[src/rtl/decode_stage_ctrl_pkg.sv]
// Shared decode constants, status codes, mul/div FSM states and the D/X control word.
package ctrl_pkg;

   // Primary opcodes, insn[31:27]
   localparam logic [4:0] OP_RTYPE = 5'b00000;
   localparam logic [4:0] OP_J     = 5'b00001;
   localparam logic [4:0] OP_BNE   = 5'b00010;
   localparam logic [4:0] OP_JAL   = 5'b00011;
   localparam logic [4:0] OP_JR    = 5'b00100;
   localparam logic [4:0] OP_ADDI  = 5'b00101;
   localparam logic [4:0] OP_BLT   = 5'b00110;
   localparam logic [4:0] OP_SW    = 5'b00111;
   localparam logic [4:0] OP_LW    = 5'b01000;
   localparam logic [4:0] OP_INC   = 5'b01001;
   localparam logic [4:0] OP_SETX  = 5'b10101;
   localparam logic [4:0] OP_BEX   = 5'b10110;

   // ALU function codes, insn[6:2] for R-type
   localparam logic [4:0] ALU_ADD  = 5'b00000;
   localparam logic [4:0] ALU_SUB  = 5'b00001;
   localparam logic [4:0] ALU_MUL  = 5'b00110;
   localparam logic [4:0] ALU_DIV  = 5'b00111;

   localparam int RSTATUS_DEF = 30;
   localparam int RA_DEF      = 31;

   // Values written to $rstatus when a mul/div ends abnormally
   localparam logic [1:0] ST_NONE = 2'd0;
   localparam logic [1:0] ST_MUL  = 2'd1;
   localparam logic [1:0] ST_DIV  = 2'd2;
   localparam logic [1:0] ST_WDOG = 2'd3;

   typedef enum logic [1:0] {MD_IDLE, MD_BUSY, MD_WB} md_state_e;

   typedef struct packed {
      logic [4:0] alu_op;
      logic       imm_sel;
      logic       mem_wren;
      logic       mem_to_reg;
      logic       branch;
      logic       jump;
      logic       wren;
      logic       is_lw;
      logic       is_md;
      logic       is_div;
   } dx_ctrl_t;

endpackage

[src/rtl/decode_stage_ctrl_if.sv]
// F/D, multdiv and D/X signals of the decode stage; master drives, slave is the controller.
interface decode_stage_ctrl_if #(
   parameter int INSN_W = 32,
   parameter int REG_W  = 5
);
   logic [INSN_W-1:0] fd_insn;
   logic              fd_valid;
   logic              flush;
   logic              md_ready;
   logic              md_exception;
   logic [REG_W-1:0]  read_reg_a;
   logic [REG_W-1:0]  read_reg_b;
   logic              stall_fd;
   logic              md_start;
   logic              md_is_div;
   logic              dx_valid;
   logic [4:0]        dx_alu_op;
   logic              dx_imm_sel;
   logic              dx_mem_wren;
   logic              dx_mem_to_reg;
   logic              dx_branch;
   logic              dx_jump;
   logic              dx_wren;
   logic [REG_W-1:0]  dx_write_reg;
   logic [1:0]        dx_status_val;

   modport master (
      output fd_insn, fd_valid, flush, md_ready, md_exception,
      input  read_reg_a, read_reg_b, stall_fd, md_start, md_is_div, dx_valid,
             dx_alu_op, dx_imm_sel, dx_mem_wren, dx_mem_to_reg, dx_branch,
             dx_jump, dx_wren, dx_write_reg, dx_status_val
   );

   modport slave (
      input  fd_insn, fd_valid, flush, md_ready, md_exception,
      output read_reg_a, read_reg_b, stall_fd, md_start, md_is_div, dx_valid,
             dx_alu_op, dx_imm_sel, dx_mem_wren, dx_mem_to_reg, dx_branch,
             dx_jump, dx_wren, dx_write_reg, dx_status_val
   );
endinterface

[src/rtl/decode_stage_ctrl_insn_decoder.sv]
// Purely combinational field decode of one instruction into D/X control and regfile ports.
module insn_decoder
   import ctrl_pkg::*;
#(
   parameter int INSN_W  = 32,
   parameter int REG_W   = 5,
   parameter int MD_EN   = 1,
   parameter int RSTATUS = RSTATUS_DEF,
   parameter int RA      = RA_DEF
) (
   input  logic [INSN_W-1:0] insn,
   output dx_ctrl_t          ctrl,
   output logic [REG_W-1:0]  read_reg_a,
   output logic [REG_W-1:0]  read_reg_b,
   output logic [REG_W-1:0]  write_reg,
   output logic              use_a,
   output logic              use_b
);
   logic [4:0] opcode, fn, rd, rs, rt;
   logic is_r, is_md, md_nop, is_addi, is_sw, is_lw, is_j, is_bne, is_jal;
   logic is_jr, is_blt, is_setx, is_bex, is_inc;
   logic unused_bits;

   assign opcode  = insn[31:27];
   assign rd      = insn[26:22];
   assign rs      = insn[21:17];
   assign rt      = insn[16:12];
   assign fn      = insn[6:2];
   assign unused_bits = ^{insn[11:7], insn[1:0]};

   assign is_r    = (opcode == OP_RTYPE);
   assign is_md   = is_r && (fn == ALU_MUL || fn == ALU_DIV);
   // Without a multdiv unit these become architectural nops
   assign md_nop  = is_md && (MD_EN == 0);
   assign is_addi = (opcode == OP_ADDI);
   assign is_sw   = (opcode == OP_SW);
   assign is_lw   = (opcode == OP_LW);
   assign is_j    = (opcode == OP_J);
   assign is_bne  = (opcode == OP_BNE);
   assign is_jal  = (opcode == OP_JAL);
   assign is_jr   = (opcode == OP_JR);
   assign is_blt  = (opcode == OP_BLT);
   assign is_setx = (opcode == OP_SETX);
   assign is_bex  = (opcode == OP_BEX);
   assign is_inc  = (opcode == OP_INC);

   // Field decode; inc_score behaves exactly like addi
   always_comb begin
      ctrl  = '0;
      use_a = 1'b0;
      use_b = 1'b0;
      read_reg_a = is_bex ? REG_W'(RSTATUS) : REG_W'(rs);
      if (is_bex || is_addi || is_inc)
         read_reg_b = '0;
      else if (is_sw || is_bne || is_blt || is_jr)
         read_reg_b = REG_W'(rd);
      else
         read_reg_b = REG_W'(rt);
      write_reg = is_jal ? REG_W'(RA) : (is_setx ? REG_W'(RSTATUS) : REG_W'(rd));
      if (!md_nop) begin
         ctrl.alu_op     = is_r ? fn : ((is_bne || is_blt || is_bex) ? ALU_SUB : ALU_ADD);
         ctrl.imm_sel    = is_addi || is_sw || is_lw || is_inc;
         ctrl.mem_wren   = is_sw;
         ctrl.mem_to_reg = is_lw;
         ctrl.branch     = is_bne || is_blt || is_bex;
         ctrl.jump       = is_j || is_jal || is_jr;
         ctrl.wren       = (is_r || is_addi || is_lw || is_jal || is_setx || is_inc)
                           && (write_reg != '0);
         ctrl.is_lw      = is_lw;
         ctrl.is_md      = is_md;
         ctrl.is_div     = is_md && (fn == ALU_DIV);
         use_a           = is_r || is_addi || is_sw || is_lw || is_bne || is_blt
                           || is_inc || is_bex;
         use_b           = is_r || is_sw || is_bne || is_blt || is_jr;
      end
   end
endmodule

[src/rtl/decode_stage_ctrl.sv]
// Decode/issue controller: D/X latch, load-use bubbles, flushes, mul/div sequencing and watchdog.
module decode_stage_ctrl
   import ctrl_pkg::*;
#(
   parameter int INSN_W     = 32,
   parameter int REG_W      = 5,
   parameter int MD_EN      = 1,
   parameter int MD_TIMEOUT = 64,
   parameter int RSTATUS    = RSTATUS_DEF,
   parameter int RA         = RA_DEF
) (
   input logic                clock,
   input logic                reset_n,
   decode_stage_ctrl_if.slave bus
);
   localparam int CNT_W = $clog2(MD_TIMEOUT + 1);

   md_state_e        state, state_nxt;
   logic [CNT_W-1:0] cnt;
   dx_ctrl_t         dec, dx;
   logic [REG_W-1:0] dec_wr_reg, dx_wr_reg, rra, rrb;
   logic             use_a, use_b, dx_vld, exc_q;
   logic [1:0]       status_q;
   logic             load_use, timeout, md_done, dx_load, dx_bubble, stall;

   insn_decoder #(
      .INSN_W(INSN_W), .REG_W(REG_W), .MD_EN(MD_EN), .RSTATUS(RSTATUS), .RA(RA)
   ) u_dec (
      .insn(bus.fd_insn), .ctrl(dec), .read_reg_a(rra), .read_reg_b(rrb),
      .write_reg(dec_wr_reg), .use_a(use_a), .use_b(use_b)
   );

   assign load_use = dx_vld && dx.is_lw && (dx_wr_reg != '0) && bus.fd_valid &&
                     ((use_a && rra == dx_wr_reg) || (use_b && rrb == dx_wr_reg));
   assign timeout  = (cnt == CNT_W'(MD_TIMEOUT - 1));
   assign md_done  = bus.md_ready || timeout;

   // Next state plus D/X load/bubble and stall decisions; flush only matters in IDLE
   always_comb begin
      state_nxt = state;
      dx_load   = 1'b0;
      dx_bubble = 1'b0;
      stall     = 1'b0;
      case (state)
         MD_IDLE: begin
            dx_load   = 1'b1;
            dx_bubble = bus.flush || load_use;
            stall     = load_use && !bus.flush;
            if (!dx_bubble && bus.fd_valid && dec.is_md) state_nxt = MD_BUSY;
         end
         MD_BUSY: begin
            stall = 1'b1;
            if (md_done) state_nxt = MD_WB;
         end
         MD_WB: begin
            dx_load   = 1'b1;
            state_nxt = (bus.fd_valid && dec.is_md) ? MD_BUSY : MD_IDLE;
         end
         default: state_nxt = MD_IDLE;
      endcase
   end

   // FSM state register
   always_ff @(posedge clock or negedge reset_n) begin
      if (!reset_n) state <= MD_IDLE;
      else          state <= state_nxt;
   end

   // Watchdog: cleared on BUSY entry, counts BUSY cycles; leaving BUSY stops it before wrap
   always_ff @(posedge clock or negedge reset_n) begin
      if (!reset_n)                                    cnt <= '0;
      else if (state != MD_BUSY && state_nxt == MD_BUSY) cnt <= '0;
      else if (state == MD_BUSY)                       cnt <= cnt + CNT_W'(1);
   end

   // D/X latch; exception redirect captured when BUSY completes, cleared on next load
   always_ff @(posedge clock or negedge reset_n) begin
      if (!reset_n) begin
         dx_vld    <= 1'b0;
         dx        <= '0;
         dx_wr_reg <= '0;
         exc_q     <= 1'b0;
         status_q  <= ST_NONE;
      end else if (dx_load) begin
         dx_vld    <= bus.fd_valid && !dx_bubble;
         dx        <= (bus.fd_valid && !dx_bubble) ? dec : '0;
         dx_wr_reg <= (bus.fd_valid && !dx_bubble) ? dec_wr_reg : '0;
         exc_q     <= 1'b0;
         status_q  <= ST_NONE;
      end else if (state == MD_BUSY && md_done) begin
         exc_q    <= bus.md_ready ? bus.md_exception : 1'b1;
         status_q <= bus.md_ready ? (bus.md_exception ? (dx.is_div ? ST_DIV : ST_MUL) : ST_NONE)
                                  : ST_WDOG;
      end
   end

   assign bus.read_reg_a    = rra;
   assign bus.read_reg_b    = rrb;
   assign bus.stall_fd      = stall;
   assign bus.md_start      = (state == MD_BUSY) && (cnt == '0) && dx.is_md;
   assign bus.md_is_div     = dx.is_div;
   assign bus.dx_valid      = dx_vld;
   assign bus.dx_alu_op     = dx.alu_op;
   assign bus.dx_imm_sel    = dx.imm_sel;
   assign bus.dx_mem_wren   = dx.mem_wren;
   assign bus.dx_mem_to_reg = dx.mem_to_reg;
   assign bus.dx_branch     = dx.branch;
   assign bus.dx_jump       = dx.jump;
   assign bus.dx_wren       = (state == MD_BUSY) ? 1'b0 :
                              (state == MD_WB)   ? (dx.wren || exc_q) : dx.wren;
   assign bus.dx_write_reg  = exc_q ? REG_W'(RSTATUS) : dx_wr_reg;
   assign bus.dx_status_val = status_q;
endmodule

[src/flat_wrapper.sv]
// flat-port wrapper written by rule: the top's interface ports become plain ports
module decode_stage_ctrl_flat import ctrl_pkg::*;
#(
   parameter int INSN_W     = 32,
   parameter int REG_W      = 5,
   parameter int MD_EN      = 1,
   parameter int MD_TIMEOUT = 64,
   parameter int RSTATUS    = RSTATUS_DEF,
   parameter int RA         = RA_DEF
)
  (clock, reset_n, bus_fd_insn, bus_fd_valid, bus_flush, bus_md_ready, bus_md_exception, bus_read_reg_a, bus_read_reg_b, bus_stall_fd, bus_md_start, bus_md_is_div, bus_dx_valid, bus_dx_alu_op, bus_dx_imm_sel, bus_dx_mem_wren, bus_dx_mem_to_reg, bus_dx_branch, bus_dx_jump, bus_dx_wren, bus_dx_write_reg, bus_dx_status_val);
  decode_stage_ctrl_if #(.INSN_W(INSN_W), .REG_W(REG_W)) bus_i ();
  input logic clock;
  input logic reset_n;
  input wire logic [$bits(bus_i.fd_insn)-1:0] bus_fd_insn;
  input wire logic [$bits(bus_i.fd_valid)-1:0] bus_fd_valid;
  input wire logic [$bits(bus_i.flush)-1:0] bus_flush;
  input wire logic [$bits(bus_i.md_ready)-1:0] bus_md_ready;
  input wire logic [$bits(bus_i.md_exception)-1:0] bus_md_exception;
  output wire logic [$bits(bus_i.read_reg_a)-1:0] bus_read_reg_a;
  output wire logic [$bits(bus_i.read_reg_b)-1:0] bus_read_reg_b;
  output wire logic [$bits(bus_i.stall_fd)-1:0] bus_stall_fd;
  output wire logic [$bits(bus_i.md_start)-1:0] bus_md_start;
  output wire logic [$bits(bus_i.md_is_div)-1:0] bus_md_is_div;
  output wire logic [$bits(bus_i.dx_valid)-1:0] bus_dx_valid;
  output wire logic [$bits(bus_i.dx_alu_op)-1:0] bus_dx_alu_op;
  output wire logic [$bits(bus_i.dx_imm_sel)-1:0] bus_dx_imm_sel;
  output wire logic [$bits(bus_i.dx_mem_wren)-1:0] bus_dx_mem_wren;
  output wire logic [$bits(bus_i.dx_mem_to_reg)-1:0] bus_dx_mem_to_reg;
  output wire logic [$bits(bus_i.dx_branch)-1:0] bus_dx_branch;
  output wire logic [$bits(bus_i.dx_jump)-1:0] bus_dx_jump;
  output wire logic [$bits(bus_i.dx_wren)-1:0] bus_dx_wren;
  output wire logic [$bits(bus_i.dx_write_reg)-1:0] bus_dx_write_reg;
  output wire logic [$bits(bus_i.dx_status_val)-1:0] bus_dx_status_val;
  assign bus_i.fd_insn = bus_fd_insn;
  assign bus_i.fd_valid = bus_fd_valid;
  assign bus_i.flush = bus_flush;
  assign bus_i.md_ready = bus_md_ready;
  assign bus_i.md_exception = bus_md_exception;
  assign bus_read_reg_a = bus_i.read_reg_a;
  assign bus_read_reg_b = bus_i.read_reg_b;
  assign bus_stall_fd = bus_i.stall_fd;
  assign bus_md_start = bus_i.md_start;
  assign bus_md_is_div = bus_i.md_is_div;
  assign bus_dx_valid = bus_i.dx_valid;
  assign bus_dx_alu_op = bus_i.dx_alu_op;
  assign bus_dx_imm_sel = bus_i.dx_imm_sel;
  assign bus_dx_mem_wren = bus_i.dx_mem_wren;
  assign bus_dx_mem_to_reg = bus_i.dx_mem_to_reg;
  assign bus_dx_branch = bus_i.dx_branch;
  assign bus_dx_jump = bus_i.dx_jump;
  assign bus_dx_wren = bus_i.dx_wren;
  assign bus_dx_write_reg = bus_i.dx_write_reg;
  assign bus_dx_status_val = bus_i.dx_status_val;
  decode_stage_ctrl #(.INSN_W(INSN_W), .REG_W(REG_W), .MD_EN(MD_EN), .MD_TIMEOUT(MD_TIMEOUT), .RSTATUS(RSTATUS), .RA(RA)) u_core (.clock(clock), .reset_n(reset_n), .bus(bus_i));
endmodule
[config.mk]
export PLATFORM = sky130hd
export DESIGN_NAME = decode_stage_ctrl_flat
export DESIGN_NICKNAME = d
export VERILOG_FILES = /design/src/rtl/decode_stage_ctrl_pkg.sv /design/src/rtl/decode_stage_ctrl_if.sv /design/src/rtl/decode_stage_ctrl_insn_decoder.sv /design/src/rtl/decode_stage_ctrl.sv /design/src/flat_wrapper.sv
export SDC_FILE = /design/constraint.sdc
export NUM_CORES = 1
export LEC_CHECK = 0
export CORE_ASPECT_RATIO = 0.75
export CORE_MARGIN = 2
export CORE_UTILIZATION = 25
export CTS_CLUSTER_DIAMETER = 50
export DETAILED_ROUTE_END_ITERATION = 7
export SETUP_SLACK_MARGIN = 0.2
export SLEW_MARGIN = 10
export SYNTH_ARGS = -nofsm -noshare
export SYNTH_HDL_FRONTEND = slang
export SYNTH_HIERARCHICAL = 1
export SYNTH_SLANG_ARGS = --single-unit
[constraint.sdc]
create_clock -name clock -period 4.1 [get_ports clock]
set_input_delay 1.025 -clock clock [delete_from_list [all_inputs] [get_ports clock]]
set_output_delay 1.025 -clock clock [all_outputs]
set_load 0.03 [all_outputs]
# Yosys cells after proc, flatten, opt, wreduce, memory -nomap -nowiden
# Index checks and enable logic that the tools add are counted.
# totals
wordCells,127
latchBits,0
n_memories,0
mem_bits_ro,0
output_inout_bits,32
reg_bits,32
input_bits,38
mem_bits_rw,0
# classes
reduce_logical,61
n_div,0
n_lt_le_gt_ge,0
n_mux,29
eq_ne,20
n_mul,0
n_bitwise,0
n_addsub,1
n_shift,0
# ops
cell,n
$mux 5,8
$logic_or 1x1->1,32
$eq 5x3->1 const B,6
$logic_and 1x1->1,18
$mux 14,1
$mux 2,7
$mux 7,2
$eq 5x2->1 const B,2
$eq 5x4->1 const B,2
$eq 5x5->1,2
$eq 5x5->1 const B,2
$reduce_bool 5->1,2
$mux 1,9
$add 7x1->7 const B,1
$eq 7x6->1 const B,1
$logic_not 7->1,1
$pmux 2 s3,1
$eq 5x1->1 const B,1
$logic_not 5->1,1
$eq 2x1->1 const B,2
$reduce_bool 2->1,2
$logic_not 1->1,3
$eq 2x2->1 const B,1
$logic_not 2->1,1
3 further kinds,3

# Longest topological paths before layout
# logic_depth
depth_word,20
depth_mapped,11
depth_no_buf,8

# Hierarchy
# The synthesis kept the hierarchy.
# by_module_without_submodules
module,instances,seq_area_each_um2,area_per_inst_um2,cells_per_inst
decode_stage_ctrl,1,800.8,1625.3,152
insn_decoder,1,0.0,618.1,83

# Worst setup path after synthesis
# No wires, ideal clock.
# synth_path
path_type,input -> output
from,in bus_fd_insn[29]
to,out bus_stall_fd
stages,10
path_slack_ps,-544
arrival_ps,3619
path_buffers,2
required_ps,3075
cell_sequence,buf_4 -> buf_6 -> nor2_1 -> o211ai_1 -> a211oi_1 -> xnor2_1 -> nand4_1 -> o22ai_2 -> a21oi_1 -> nor2_1
# synth_between
word_cells_on_any_way,36
cone_classes,eq/ne: 10; mux: 4; reduce/logical: 22
# synth_lines
element,line_no,text
"start, declared",flat_wrapper.sv:15,input wire logic [$bits(bus_i.fd_insn)-1:0] bus_fd_insn;
$eq 5x3->1 or $eq 5x2->1 (tied branches),"decode_stage_ctrl_insn_decoder.sv:36, decode_stage_ctrl_insn_decoder.sv:39",
$logic_or 1x1->1 (3 in series),decode_stage_ctrl_insn_decoder.sv:55,else if (is_sw || is_bne || is_blt || is_jr)
$mux 5,decode_stage_ctrl_insn_decoder.sv:55,
$mux 5 (*),decode_stage_ctrl_insn_decoder.sv:53,if (is_bex || is_addi || is_inc)
via bus_read_reg_b[2],flat_wrapper.sv:21,output wire logic [$bits(bus_i.read_reg_b)-1:0] bus_read_reg_b;
$eq 5x5->1 (*),decode_stage_ctrl.sv:34,((use_a && rra == dx_wr_reg) || (use_b && rrb == dx_wr_reg));
$logic_and 1x1->1 (*),decode_stage_ctrl.sv:34,
$logic_or 1x1->1 (*),decode_stage_ctrl.sv:34,
$logic_and 1x1->1 (*),decode_stage_ctrl.sv:33,assign load_use = dx_vld && dx.is_lw && (dx_wr_reg != '0) && bus.fd_valid &&
$logic_and 1x1->1 (*),decode_stage_ctrl.sv:48,stall = load_use && !bus.flush;
$pmux 1 s2 (*),decode_stage_ctrl.sv:44,case (state)
"end, declared",flat_wrapper.sv:22,output wire logic [$bits(bus_i.stall_fd)-1:0] bus_stall_fd;
# Mark *: on every way through the listed nets, which the timed path passes. The rest lies on a longest branch.

# Final worst setup path
# layout_path
from,in bus_fd_insn[31]
to,out bus_stall_fd
# layout_between
elab_chain_len,13
word_cells_on_any_way,36
cone_classes,eq/ne: 10; mux: 4; reduce/logical: 22
# layout_lines
element,line_no
"parallel branches: the longest is 9 deep, another holds $eq 5x3->1",--
$logic_or 1x1->1 (*),decode_stage_ctrl.sv:34
$logic_and 1x1->1 (*),decode_stage_ctrl.sv:33
$logic_and 1x1->1 (*),decode_stage_ctrl.sv:48
$pmux 1 s2 (*),decode_stage_ctrl.sv:44
# Mark *: on every way between the ends.

==> metrics.cfg <==
[sta]
timing.final.crit_share = 0.936
setup_violations = 0
max_clock_freq_mhz = 261
clock_skew_ns = 0.00641
worst-slew-pin-transition_ns = 0.534
grt_setup_unrepaired = true
slew_violations = 0
max_slew_margin = 0.643
layout_min_cycle_time_ns = 3.84
final_hold_viol_count = 0

[drt]
finalWirelength_um = 6230
route.vias.total = 2040
drc = 0
firstDrtPassIters = 4
route.detailed.wl_per_inst_um = 14.8
via_per_inst = 4.83
drt.antenna.violating_nets = 0
detailed_route_iter0_violations = 92

[logic_synthesis]
synth-async-reset-ratio = 1.00
synth-edff-count = 0
yosys-mux-area-fraction = 0.0134
post_synth_adder_cell_area = 0.0112
synth_top_family_by_area = simple AND/OR/NAND/NOR gates
synth_seq_area_share = 0.357
fraction_of_the_mapped_netlist_area_in_simple_logic_gates = 0.240
dominantRegCellSynth = dfrtp_1
postSynthCellCount = 235
synth.distinct_cells = 59
synth_warnings = 6
post_synth_instance_area_sq_um = 2240
synth_compound_area_frac = 0.238
yosys.area_share.xor_xnor = 0.0625
syn_nets = 275
mean_instance_size_in_the_synthesized_netlist_sq_um = 9.55
synth_seq_cells = 32

[power_and_ir_drop]
power_per_cell_area_nw_per_um2 = 304
peakVddDrop_uv = 155
switchingPower_w = 0.000277
combinationalPowerShare = 0.256
intPower_w = 0.000752
netSwitchingFraction = 0.269
sequential_power_share = 0.346
cellLeakagePower_nw = 1.43
fin_total_pwr_w = 0.00103
clock_power_share = 0.399

[placement]
place_congestion = 0.799
port-buffer-count = 62
dp_hpwl_um = 4810

[clock_tree]
clkLatencyLatePin_ns = 0.27
clk_root_buffer_cell = clkbuf_16
clock-sinks = 32
cts_hold_repair.buffers = 0
clk_pin_slew_worst_paths_ns = 0.05
htree_levels = 2
cts_made_buffers = 5
cts-root-to-sink-buffers = 2
clock_tree_from_tritoncts = done

[floorplanning]
die_width_um = 113
die_height_um = 86.0
core_area_sq_um = 8600
floorplan.io_pins = 70
initial_core_util = 0.261
count_of_standard_cell_rows = 29
die_outline_area_sq_um = 9760

[finish]
final_layout_size_suffix_gt1_frac = 0.274
multi_input_gate_area_sq_um = 1400
synth_to_layout_area_growth_pct = 50.5
area.sequential_sq_um = 801
final.fill_count = 861
layout_commonest_cell = clkdlybuf4s50_1
final_core_utilization = 0.393
insertedDiodeCount = 0
largest_reg_flops = 7
nNetsFinal = 353
final_cell_mix = clkdlybuf4s50_1, dfrtp_1, buf_4, a22o_1, nand2_1

[worst_setup_path]
critical_path_class = in -> out
crit_path_max_fanout = 5
data_arrival_time_of_the_critical_path_ns = 2.81
critical_path.startpoint_type = input port
timing.critical_path.to_type = output port
worst-endpoint-required_ns = 3.07

[flow_run]
timing.max_cap.violations = 0

[status]
run_status = complete, no violations

[global_route]
groute.usage.overall = 0.133
first_global_vias = 2046
antenna_found_initial = 0
pin_count_of_the_biggest_net_entering_global_routing = 33
globalRoute.totalOverflow = 0
global_route_wire_length_before_repair_um = 10400

[hold_path]
hp-class = reg -> reg

Yosys cell counts, drive strengths merged (4+ instances only):
cell	count	area share
dfrtp	32	0.36
a22o	18	0.070
buf	16	0.058
nand2	16	0.027
nor2	14	0.023
xnor2	13	0.051
a21oi	11	0.025
o211ai	11	0.039
or2	9	0.025
inv	8	0.013
a211oi	6	0.020
and2	5	0.015
nand2b	5	0.014
nand4	5	0.014
o21ai	5	0.018
clkbuf	4	0.0072
nor2b	4	0.011
nor3	4	0.014
nor3b	4	0.016
o22ai	4	0.014
what timing repair did:
item	4_1_cts	5_1_grt
resized for setup	35	0
pin swaps	20	8
buffers inserted	2	0
setup endpoints to repair	5	1
power by group through the flow:
| stage | Combinational (W) | Clock (W) | Sequential [W] |
|---|---|---|---|
| after global placement | 0.000254 | 0 | 0.000360 |
| after CTS | 0.000265 | 0.000417 | 0.000355 |
| after floorplan | 0.000155 | 0 | 0.000357 |
| final | 0.000263 | 0.000410 | 0.000355 |
| after detailed placement | 0.000258 | 0 | 0.000360 |
| after global routing | 0.000284 | 0.000438 | 0.000358 |
per-layer routing:
metal,routed length (um),up-vias,GRT usage
li1,-,1002,-
met1,3270,985,0.199
met3,225,4,0.0212
met2,2670,49,0.200
met5,0,-,0
met4,64,0,0.0310
stage by stage:
step                TNS (ns)  area [sq um]  hold slack (ns)  std cells  setup slack, ns
floorplan                  0          2340            0.454        235            0.130
global route               0          3380            0.512        422            0.120
global placement      -0.593          3150            0.476        412           -0.292
CTS                        0          3380            0.485        422            0.206
detailed placement    -0.821          3150            0.473        412           -0.342
finish                     0          3380            0.482        422            0.264
worst paths after layout:
path | start | to | slack (ns) | cells past startpoint
max | bus_fd_insn[31] | bus_stall_fd | 0.26 | 10
min | u_core/dx[1] | u_core/dx[1] | 0.48 | 1
max reg2reg | u_core/dx_wr_reg[1] | u_core/dx[3] | 2.15 | 5
min reg2reg | u_core/dx[1] | u_core/dx[1] | 0.48 | 1
max in group asynchronous | reset_n | u_core/cnt[1] | 2.65 | 2
min in group asynchronous | reset_n | u_core/cnt[3] | 1.15 | 2
cell families after synthesis:
logic type	after synthesis
mux	3
xor+xnor	16
flops	32
compound gates	67
simple gates	87
fa+ha+maj	2
buf+inv	28
area by class of cell:
| class | count | share of cell area |
|---|---|---|
| Timing Repair Buffer | 91 | 0.250 |
| Sequential cell | 32 | 0.237 |
| Clock inverter | 2 | 0.0104 |
| Inverter | 8 | 0.00889 |
| Tap cell | 108 | 0.0400 |
| Multi-Input combinational cell | 175 | 0.415 |
| Clock buffer | 6 | 0.0382 |
critical path, stage by stage:
cell and delay [ns]:
buf_6 0.11, or3_4 0.41, o211ai_1 0.32, a211oi_4 0.12, xnor2_1 0.14, nand4_1 0.15, o22ai_4 0.20, a21oi_2 0.09
nor2_4 0.11, buf_6 0.14
No activity file was read; power rests on OpenSTA's default activity.
